<file path="src/rtl/rgb_frame_streamer_if.sv">
// rgb_frame_streamer_if: shared channel-memory read port plus the outgoing
// valid/ready pixel stream of rgb_frame_streamer.
// master = the streamer; slave = memories + downstream pixel consumer.
interface rgb_frame_streamer_if #(
   parameter int DATA_W = 32,
   parameter int ADDR_W = 18
) ();
   logic [ADDR_W-1:0] mem_addr;
   logic              mem_rd;
   logic [DATA_W-1:0] mem_r;
   logic [DATA_W-1:0] mem_g;
   logic [DATA_W-1:0] mem_b;
   logic              px_valid;
   logic              px_ready;
   logic [DATA_W-1:0] px_r;
   logic [DATA_W-1:0] px_g;
   logic [DATA_W-1:0] px_b;
   logic              px_sof;
   logic              px_eol;
   logic              px_eof;

   modport master (
      output mem_addr, mem_rd,
      input  mem_r, mem_g, mem_b,
      output px_valid,
      input  px_ready,
      output px_r, px_g, px_b, px_sof, px_eol, px_eof
   );

   modport slave (
      input  mem_addr, mem_rd,
      output mem_r, mem_g, mem_b,
      input  px_valid,
      output px_ready,
      input  px_r, px_g, px_b, px_sof, px_eol, px_eof
   );
endinterface

</file>
<file path="src/rtl/rgb_frame_streamer.sv">
// rgb_frame_streamer: reads an RGB image from three channel memories in
// raster order and streams it as one pixel per valid/ready transfer with
// start-of-frame, end-of-line and end-of-frame tags.
// Optional macro RGB_STREAMER_REPEAT_EN: when start is high on the cycle the
// eof pixel is accepted, the next frame begins immediately without passing
// through IDLE.
module rgb_frame_streamer #(
   parameter int DATA_W = 32,
   parameter int IMG_W  = 500,
   parameter int IMG_H  = 500,
   parameter int ADDR_W = 18
) (
   input  logic                 clk,
   input  logic                 rst,
   input  logic                 start,
   output logic                 busy,
   rgb_frame_streamer_if.master bus
);
   localparam int COL_W  = (IMG_W > 1) ? $clog2(IMG_W) : 1;
   localparam int LINE_W = (IMG_H > 1) ? $clog2(IMG_H) : 1;
   localparam logic [COL_W-1:0]  COL_LAST  = COL_W'(IMG_W - 1);
   localparam logic [LINE_W-1:0] LINE_LAST = LINE_W'(IMG_H - 1);

   typedef enum logic [1:0] {IDLE = 2'd0, FETCH = 2'd1, DRAIN = 2'd2} state_t;

   typedef struct packed {
      logic sof;
      logic eol;
      logic eof;
   } tag_t;

   typedef struct packed {
      logic [DATA_W-1:0] r;
      logic [DATA_W-1:0] g;
      logic [DATA_W-1:0] b;
      tag_t              tag;
   } pix_t;

   state_t            state_r;
   state_t            state_nxt_s;
   logic [ADDR_W-1:0] addr_r;
   logic [COL_W-1:0]  col_r;
   logic [LINE_W-1:0] line_r;
   logic              inflight_r;
   tag_t              inflight_tag_r;
   pix_t              head_r;
   pix_t              tail_r;
   logic [1:0]        count_r;

   logic              pop_s;
   logic              push_s;
   logic              rd_s;
   logic              busy_s;
   logic              last_rd_s;
   logic              eof_pop_s;
   logic [2:0]        credit_s;
   tag_t              issue_tag_s;
   pix_t              push_px_s;

   // A committed entry leaves when the consumer takes it; a read that was
   // in flight last cycle always lands in the buffer this cycle.
   assign pop_s     = (count_r != 2'd0) && bus.px_ready;
   assign push_s    = inflight_r;
   assign eof_pop_s = pop_s && head_r.tag.eof;
   // Outstanding entries after this cycle's pop; a read is allowed only
   // while fewer than two slots are spoken for, so the FIFO cannot overflow.
   assign credit_s  = {1'b0, count_r} + {2'b00, inflight_r} - {2'b00, pop_s};
   assign last_rd_s = rd_s && (col_r == COL_LAST) && (line_r == LINE_LAST);

   assign issue_tag_s.sof = (addr_r == {ADDR_W{1'b0}});
   assign issue_tag_s.eol = (col_r == COL_LAST);
   assign issue_tag_s.eof = (col_r == COL_LAST) && (line_r == LINE_LAST);
   assign push_px_s       = {bus.mem_r, bus.mem_g, bus.mem_b, inflight_tag_r};

   // FSM state register.
   always_ff @(posedge clk) begin
      if (rst) begin
         state_r <= IDLE;
      end else begin
         state_r <= state_nxt_s;
      end
   end

   // FSM next-state decision.
   always_comb begin
      state_nxt_s = state_r;
      case (state_r)
         IDLE: begin
            if (start) state_nxt_s = FETCH;
            else       state_nxt_s = IDLE;
         end
         FETCH: begin
            if (last_rd_s) state_nxt_s = DRAIN;
            else           state_nxt_s = FETCH;
         end
         DRAIN: begin
            if (eof_pop_s) begin
`ifdef RGB_STREAMER_REPEAT_EN
               if (start) state_nxt_s = FETCH;
               else       state_nxt_s = IDLE;
`else
               state_nxt_s = IDLE;
`endif
            end else begin
               state_nxt_s = DRAIN;
            end
         end
         default: state_nxt_s = IDLE;
      endcase
   end

   // FSM outputs: read strobe gated by buffer credit, and busy.
   always_comb begin
      rd_s   = 1'b0;
      busy_s = 1'b0;
      case (state_r)
         IDLE: begin
            rd_s   = 1'b0;
            busy_s = 1'b0;
         end
         FETCH: begin
            rd_s   = (credit_s < 3'd2);
            busy_s = 1'b1;
         end
         DRAIN: begin
            rd_s   = 1'b0;
            busy_s = 1'b1;
         end
         default: begin
            rd_s   = 1'b0;
            busy_s = 1'b0;
         end
      endcase
   end

   // Raster address, column and line counters; all wrap to 0 after the
   // last read so a repeated frame starts at pixel 0.
   always_ff @(posedge clk) begin
      if (rst) begin
         addr_r <= {ADDR_W{1'b0}};
         col_r  <= {COL_W{1'b0}};
         line_r <= {LINE_W{1'b0}};
      end else if (rd_s) begin
         if (last_rd_s) begin
            addr_r <= {ADDR_W{1'b0}};
            col_r  <= {COL_W{1'b0}};
            line_r <= {LINE_W{1'b0}};
         end else if (col_r == COL_LAST) begin
            addr_r <= addr_r + ADDR_W'(1);
            col_r  <= {COL_W{1'b0}};
            line_r <= line_r + LINE_W'(1);
         end else begin
            addr_r <= addr_r + ADDR_W'(1);
            col_r  <= col_r + COL_W'(1);
         end
      end else begin
         addr_r <= addr_r;
      end
   end

   // Track the read issued last cycle and the tags of its address.
   always_ff @(posedge clk) begin
      if (rst) begin
         inflight_r     <= 1'b0;
         inflight_tag_r <= '0;
      end else begin
         inflight_r     <= rd_s;
         inflight_tag_r <= issue_tag_s;
      end
   end

   // Two-entry output FIFO kept as head/tail registers so the pixel
   // outputs come straight from flops.
   always_ff @(posedge clk) begin
      if (rst) begin
         head_r  <= '0;
         tail_r  <= '0;
         count_r <= 2'd0;
      end else begin
         case ({push_s, pop_s})
            2'b10: begin
               if (count_r == 2'd0) head_r <= push_px_s;
               else                 tail_r <= push_px_s;
               count_r <= count_r + 2'd1;
            end
            2'b01: begin
               head_r  <= tail_r;
               count_r <= count_r - 2'd1;
            end
            2'b11: begin
               if (count_r == 2'd1) begin
                  head_r <= push_px_s;
               end else begin
                  head_r <= tail_r;
                  tail_r <= push_px_s;
               end
            end
            default: count_r <= count_r;
         endcase
      end
   end

   assign busy         = busy_s;
   assign bus.mem_addr = addr_r;
   assign bus.mem_rd   = rd_s;
   assign bus.px_valid = (count_r != 2'd0);
   assign bus.px_r     = head_r.r;
   assign bus.px_g     = head_r.g;
   assign bus.px_b     = head_r.b;
   assign bus.px_sof   = head_r.tag.sof;
   assign bus.px_eol   = head_r.tag.eol;
   assign bus.px_eof   = head_r.tag.eof;
endmodule

</file>
<file path="src/flat_wrapper.sv">
// flat-port wrapper written by rule: the top's interface ports become plain ports
module rgb_frame_streamer_flat 
#(
   parameter int DATA_W = 32,
   parameter int IMG_W  = 500,
   parameter int IMG_H  = 500,
   parameter int ADDR_W = 18
)
  (clk, rst, start, busy, bus_mem_addr, bus_mem_rd, bus_mem_r, bus_mem_g, bus_mem_b, bus_px_valid, bus_px_ready, bus_px_r, bus_px_g, bus_px_b, bus_px_sof, bus_px_eol, bus_px_eof);
  rgb_frame_streamer_if #(.DATA_W(DATA_W), .ADDR_W(ADDR_W)) bus_i ();
  input  logic clk;
  input  logic rst;
  input  logic start;
  output logic busy;
  output wire logic [$bits(bus_i.mem_addr)-1:0] bus_mem_addr;
  output wire logic [$bits(bus_i.mem_rd)-1:0] bus_mem_rd;
  input wire logic [$bits(bus_i.mem_r)-1:0] bus_mem_r;
  input wire logic [$bits(bus_i.mem_g)-1:0] bus_mem_g;
  input wire logic [$bits(bus_i.mem_b)-1:0] bus_mem_b;
  output wire logic [$bits(bus_i.px_valid)-1:0] bus_px_valid;
  input wire logic [$bits(bus_i.px_ready)-1:0] bus_px_ready;
  output wire logic [$bits(bus_i.px_r)-1:0] bus_px_r;
  output wire logic [$bits(bus_i.px_g)-1:0] bus_px_g;
  output wire logic [$bits(bus_i.px_b)-1:0] bus_px_b;
  output wire logic [$bits(bus_i.px_sof)-1:0] bus_px_sof;
  output wire logic [$bits(bus_i.px_eol)-1:0] bus_px_eol;
  output wire logic [$bits(bus_i.px_eof)-1:0] bus_px_eof;
  assign bus_mem_addr = bus_i.mem_addr;
  assign bus_mem_rd = bus_i.mem_rd;
  assign bus_i.mem_r = bus_mem_r;
  assign bus_i.mem_g = bus_mem_g;
  assign bus_i.mem_b = bus_mem_b;
  assign bus_px_valid = bus_i.px_valid;
  assign bus_i.px_ready = bus_px_ready;
  assign bus_px_r = bus_i.px_r;
  assign bus_px_g = bus_i.px_g;
  assign bus_px_b = bus_i.px_b;
  assign bus_px_sof = bus_i.px_sof;
  assign bus_px_eol = bus_i.px_eol;
  assign bus_px_eof = bus_i.px_eof;
  rgb_frame_streamer #(.DATA_W(DATA_W), .IMG_W(IMG_W), .IMG_H(IMG_H), .ADDR_W(ADDR_W)) u_core (.clk(clk), .rst(rst), .start(start), .busy(busy), .bus(bus_i));
endmodule
</file>
<file path="config.mk">
export PLATFORM = sky130hd
export DESIGN_NAME = rgb_frame_streamer_flat
export DESIGN_NICKNAME = d
export VERILOG_FILES = /design/src/rtl/rgb_frame_streamer_if.sv /design/src/rtl/rgb_frame_streamer.sv /design/src/flat_wrapper.sv
export SDC_FILE = /design/constraint.sdc
export NUM_CORES = 1
export LEC_CHECK = 0
export CAP_MARGIN = 40
export CELL_PAD_IN_SITES_DETAIL_PLACEMENT = 0
export CELL_PAD_IN_SITES_GLOBAL_PLACEMENT = 1
export CORE_ASPECT_RATIO = 0.75
export CORE_MARGIN = 2
export CORE_UTILIZATION = 42
export CTS_CLUSTER_SIZE = 12
export DETAILED_ROUTE_END_ITERATION = 7
export DONT_BUFFER_PORTS = 1
export GPL_ROUTABILITY_DRIVEN = 0
export PLACE_DENSITY_LB_ADDON = 0.1
export SLEW_MARGIN = 20
export SYNTH_ARGS = -nofsm -noshare
export SYNTH_HDL_FRONTEND = slang
export SYNTH_SLANG_ARGS = --single-unit
</file>
<file path="constraint.sdc">
create_clock -name clk -period 3 [get_ports clk]
set_input_delay 0.6 -clock clk [delete_from_list [all_inputs] [get_ports clk]]
set_output_delay 0.6 -clock clk [all_outputs]
set_load 0.05 [all_outputs]
</file>
==> parameters.txt <==
Parameter                              Value

Setup path
  Category of the critical setup timing path    register to primary output
  Capturing element type of the critical path    primary output
  Setup slack of the worst register-to-register path    90 ps
  Signal arrival time at the worst endpoint    2540 ps
  Critical path startpoint category    register
  R2r startpoint    u_core.count_r[1]
  Top fanout value on the critical path    5
  End of the worst register-to-register path    u_core.bus.mem_addr[7]
  Required time of the critical path    2400 ps
  Depth of the worst register-to-register path    11

Place
  Estimated wirelength of the detail-placed design    16,100 um
  Cell area reported after detailed placement    10,200 sq um
  Number of port buffers    0
  Count of placed standard cells including taps    1,391
  Setup slack at placement    48.7 ps

Floorplanning
  Effective utilization at floorplan    43.3%
  Die width    179 um
  Standard cell core area    22,300 sq um
  Die outline height    135 um
  Core Rows    47
  Die area    24,200 sq um
  Count of pins on the block boundary    220

Power
  Power density over the cells    1130 nW/um^2
  Overall power    12.4 mW
  IR Drop Worst-Case VDD    0.749 mV
  Static leakage power    3.72 nW

Final layout
  Design area    11,000 sq um
  Number of fill cells in the layout    2,173
  Utilization after layout    49.3%
  Number of standard cells in the final layout excluding fillers    1,436
  Fraction of layout instances using a drive strength above 1    9.02%
  Area added between synthesis and finish    14.0%
  N_diodes    0
  Nets@finish    1,241

Synth
  Sequential-to-total area share from yosys stat    50.2%
  Async S/R FF share, synth    0%
  Netlist Area Pre-Place    9640 sq um
  Post-synthesis instance total    1,155
  Number of warning messages in the yosys log    0
  Net Count, Synth    1,269
  Distinct cells, synth    51
  Mean cell area of the mapped netlist    8.35 sq um
  Synth top area cells    sky130_fd_sc_hd__dfxtp_1 (50%), sky130_fd_sc_hd__a221oi_1 (9.0%), sky130_fd_sc_hd__nand2_1 (8.5%), sky130_fd_sc_hd__a21oi_1 (6.2%), sky130_fd_sc_hd__nor3_1 (5.4%)
  Number of enable-type register cells in the synthesized netlist    0
  Number of flip-flops and latches in the synthesized netlist    242
  Most instantiated flip-flop cell in the synthesis netlist    sky130_fd_sc_hd__dfxtp_1
  Cell type with the largest total area after synthesis    sky130_fd_sc_hd__dfxtp_1
  Post-synth top area share    50.2%

STA
  Clock skew after layout    13.6 ps
  Max-Slew Margin vs Limit    46.1%
  Worst-margin pin slew    806 ps
  Post-route worst hold slack    164 ps
  Worst setup slack after layout    -135 ps
  Unrepaired setup endpoints after global routing    true
  Final count of negative-setup-slack endpoints    1
  Final period util    105%
  Number of endpoints with negative hold slack in the final report    0
  Setup TNS    -135 ps
  Final max-slew violation count    0
  Final period demand of the worst path    3140 ps
  Max Clk Rate    319 MHz

CTS
  Number of buffers added by the clock tree synthesis step    26
  Clock Root Buffer    sky130_fd_sc_hd__clkbuf_16
  Count of hold buffers inserted by post-cts repair    0
  Latest clock arrival within the worst-skew pair    520 ps
  Post-CTS clock slew at the launch and capture registers of the worst setup and hold paths    60 ps
  Clk sinks    242
  Maximum number of buffers from clock root to sink    3
  H-tree levels    1
  TritonCTS clock tree    yes

Global routing
  Global-route usage over all layers    21.3%
  Total grt overflow    0
  Global-route wire length before repair    42,100 um
  Pin count of the biggest net entering global routing    224
  Number of antenna violations at the first check in global routing    0
  Number of global-route vias before repair    7,690

Routing
  Vias per std cell    5.60
  DRC violation total after the first TritonRoute iteration    485
  Number of search-and-repair iterations in the first detailed-routing pass    5
  Number of remaining DRC errors    0
  Vias after detailed routing    8,048
  Count of antenna-violating nets left after detailed routing    0
  Sum of routed wire length over all layers    26,600 um
  Routed len/inst    18.5 um

Hold path
  Worst hold endpoint    u_core.tail_r[70]
  Hold path startpoint    rst
  HP Class    input port to register
  WHS Path Cells    1

Flow run
  Maximum capacitance violations    0

Status
  Violations in the final reports    negative setup slack
  Outcome    complete, but fails checks
[worst max-delay path by stage]
stage	from	slack, ps	endpoint
final	u_core.count_r[1]	-140	bus_mem_rd
after global routing	u_core.count_r[1]	-230	bus_mem_rd
after CTS	u_core.count_r[1]	-190	bus_mem_rd
after detailed placement	bus_px_ready	50	u_core.bus.mem_addr[17]
after global placement	bus_px_ready	60	u_core.bus.mem_addr[17]
after floorplan	u_core.count_r[1]	10	u_core.line_r[6]
[kinds of logic (layout without fill, tap and decap cells)]
| logic type | count (synthesis) | in the layout | synth area share, % |
|---|---|---|---|
| XOR/XNOR | 18 | 18 | 1.71 |
| adder cells (fa/ha/maj) | 14 | 14 | 1.89 |
| buffers and inverters | 116 | 103 | 4.67 |
| multiplexers | 4 | 4 | 0.415 |
| AO/OA/AOI/OAI | 250 | 250 | 17.5 |
| flip-flops | 242 | 242 | 50.2 |
| AND/OR/NAND/NOR | 511 | 511 | 23.6 |
[power breakdown]
part	total [mW]	switching (mW)	internal [mW]
combinational	3.01	1.87	1.15
sequential	6.36	2.38	3.98
clock	3.00	1.26	1.74
[cells in the final DEF (no fill, tap or decap), types with 9 or more instances in the layout]
master	count
sky130_fd_sc_hd__dfxtp_1	240
sky130_fd_sc_hd__a21oi_1	117
sky130_fd_sc_hd__buf_4	30
sky130_fd_sc_hd__nor3_1	104
sky130_fd_sc_hd__clkbuf_16	27
sky130_fd_sc_hd__xnor2_1	10
sky130_fd_sc_hd__nor4_1	13
sky130_fd_sc_hd__nand3_1	13
sky130_fd_sc_hd__nand2_1	216
sky130_fd_sc_hd__a221oi_1	99
sky130_fd_sc_hd__buf_12	11
sky130_fd_sc_hd__nand4_1	9
sky130_fd_sc_hd__ha_1	11
sky130_fd_sc_hd__nor2_1	120
sky130_fd_sc_hd__inv_1	16
sky130_fd_sc_hd__o21ai_0	9
[state kept, by name, indices dropped and copies added (netlist names)]
signal / flops
u_core.bus.mem_addr: 18
u_core.bus.px_b: 32
u_core.bus.px_eof: 1
u_core.bus.px_eol: 1
u_core.bus.px_g: 32
u_core.bus.px_r: 32
u_core.bus.px_sof: 1
u_core.col_r: 9
u_core.count_r: 2
u_core.inflight_r: 1
u_core.inflight_tag_r: 3
u_core.line_r: 9
u_core.state_r: 2
u_core.tail_r: 99
[cells in the mapped netlist, drive strengths merged, types with 2 or more instances]
library cell / instances
a31oi: 2
or4b: 2
or3b: 2
buf: 13
or3: 7
nand3b: 2
mux2i: 4
and4bb: 2
and4: 4
ha: 13
and2: 3
inv: 19
o21ai: 12
o31ai: 6
xor2: 7
a21oi: 119
nor3: 104
nand2: 218
a211oi: 2
and3: 2
nor2: 120
or4: 4
nand3: 13
nand4: 10
xnor2: 11
clkbuf: 84
dfxtp: 242
a221oi: 99
nand2b: 2
nor4: 14
[cell type report]
class	instances	area (sq um)	share of cell area (%)
multi-input cells	797	4470	40.7
clock buffers	39	761	6.92
well taps	294	368	3.35
clock inverters	4	26.3	0.239
repair buffers	41	445	4.05
inverters	19	75.1	0.683
flip-flops and latches	242	4850	44.1
[timing repair]
item,CTS,global route
resized for setup,6,2
buffers inserted,2,0
pin swaps,1,1
endpoints found under the setup margin,1,8
[routing by layer]
metal	GRT usage, %	routed length [um]
met4	4.61	492
met2	31.2	11100
met5	0	0
met3	8.19	2810
met1	29.7	12200
[critical path, cell delays in order (launching register included)]
cell	delay, ps
sky130_fd_sc_hd__dfxtp_2	340
sky130_fd_sc_hd__inv_2	60
sky130_fd_sc_hd__ha_4	160
sky130_fd_sc_hd__nor2b_4	130
sky130_fd_sc_hd__ha_4	210
sky130_fd_sc_hd__nand2b_4	140
sky130_fd_sc_hd__fa_2	530
sky130_fd_sc_hd__and2_4	160
sky130_fd_sc_hd__nand2_4	50
sky130_fd_sc_hd__clkinvlp_4	240
No activity file was read; power rests on OpenSTA's default activity.
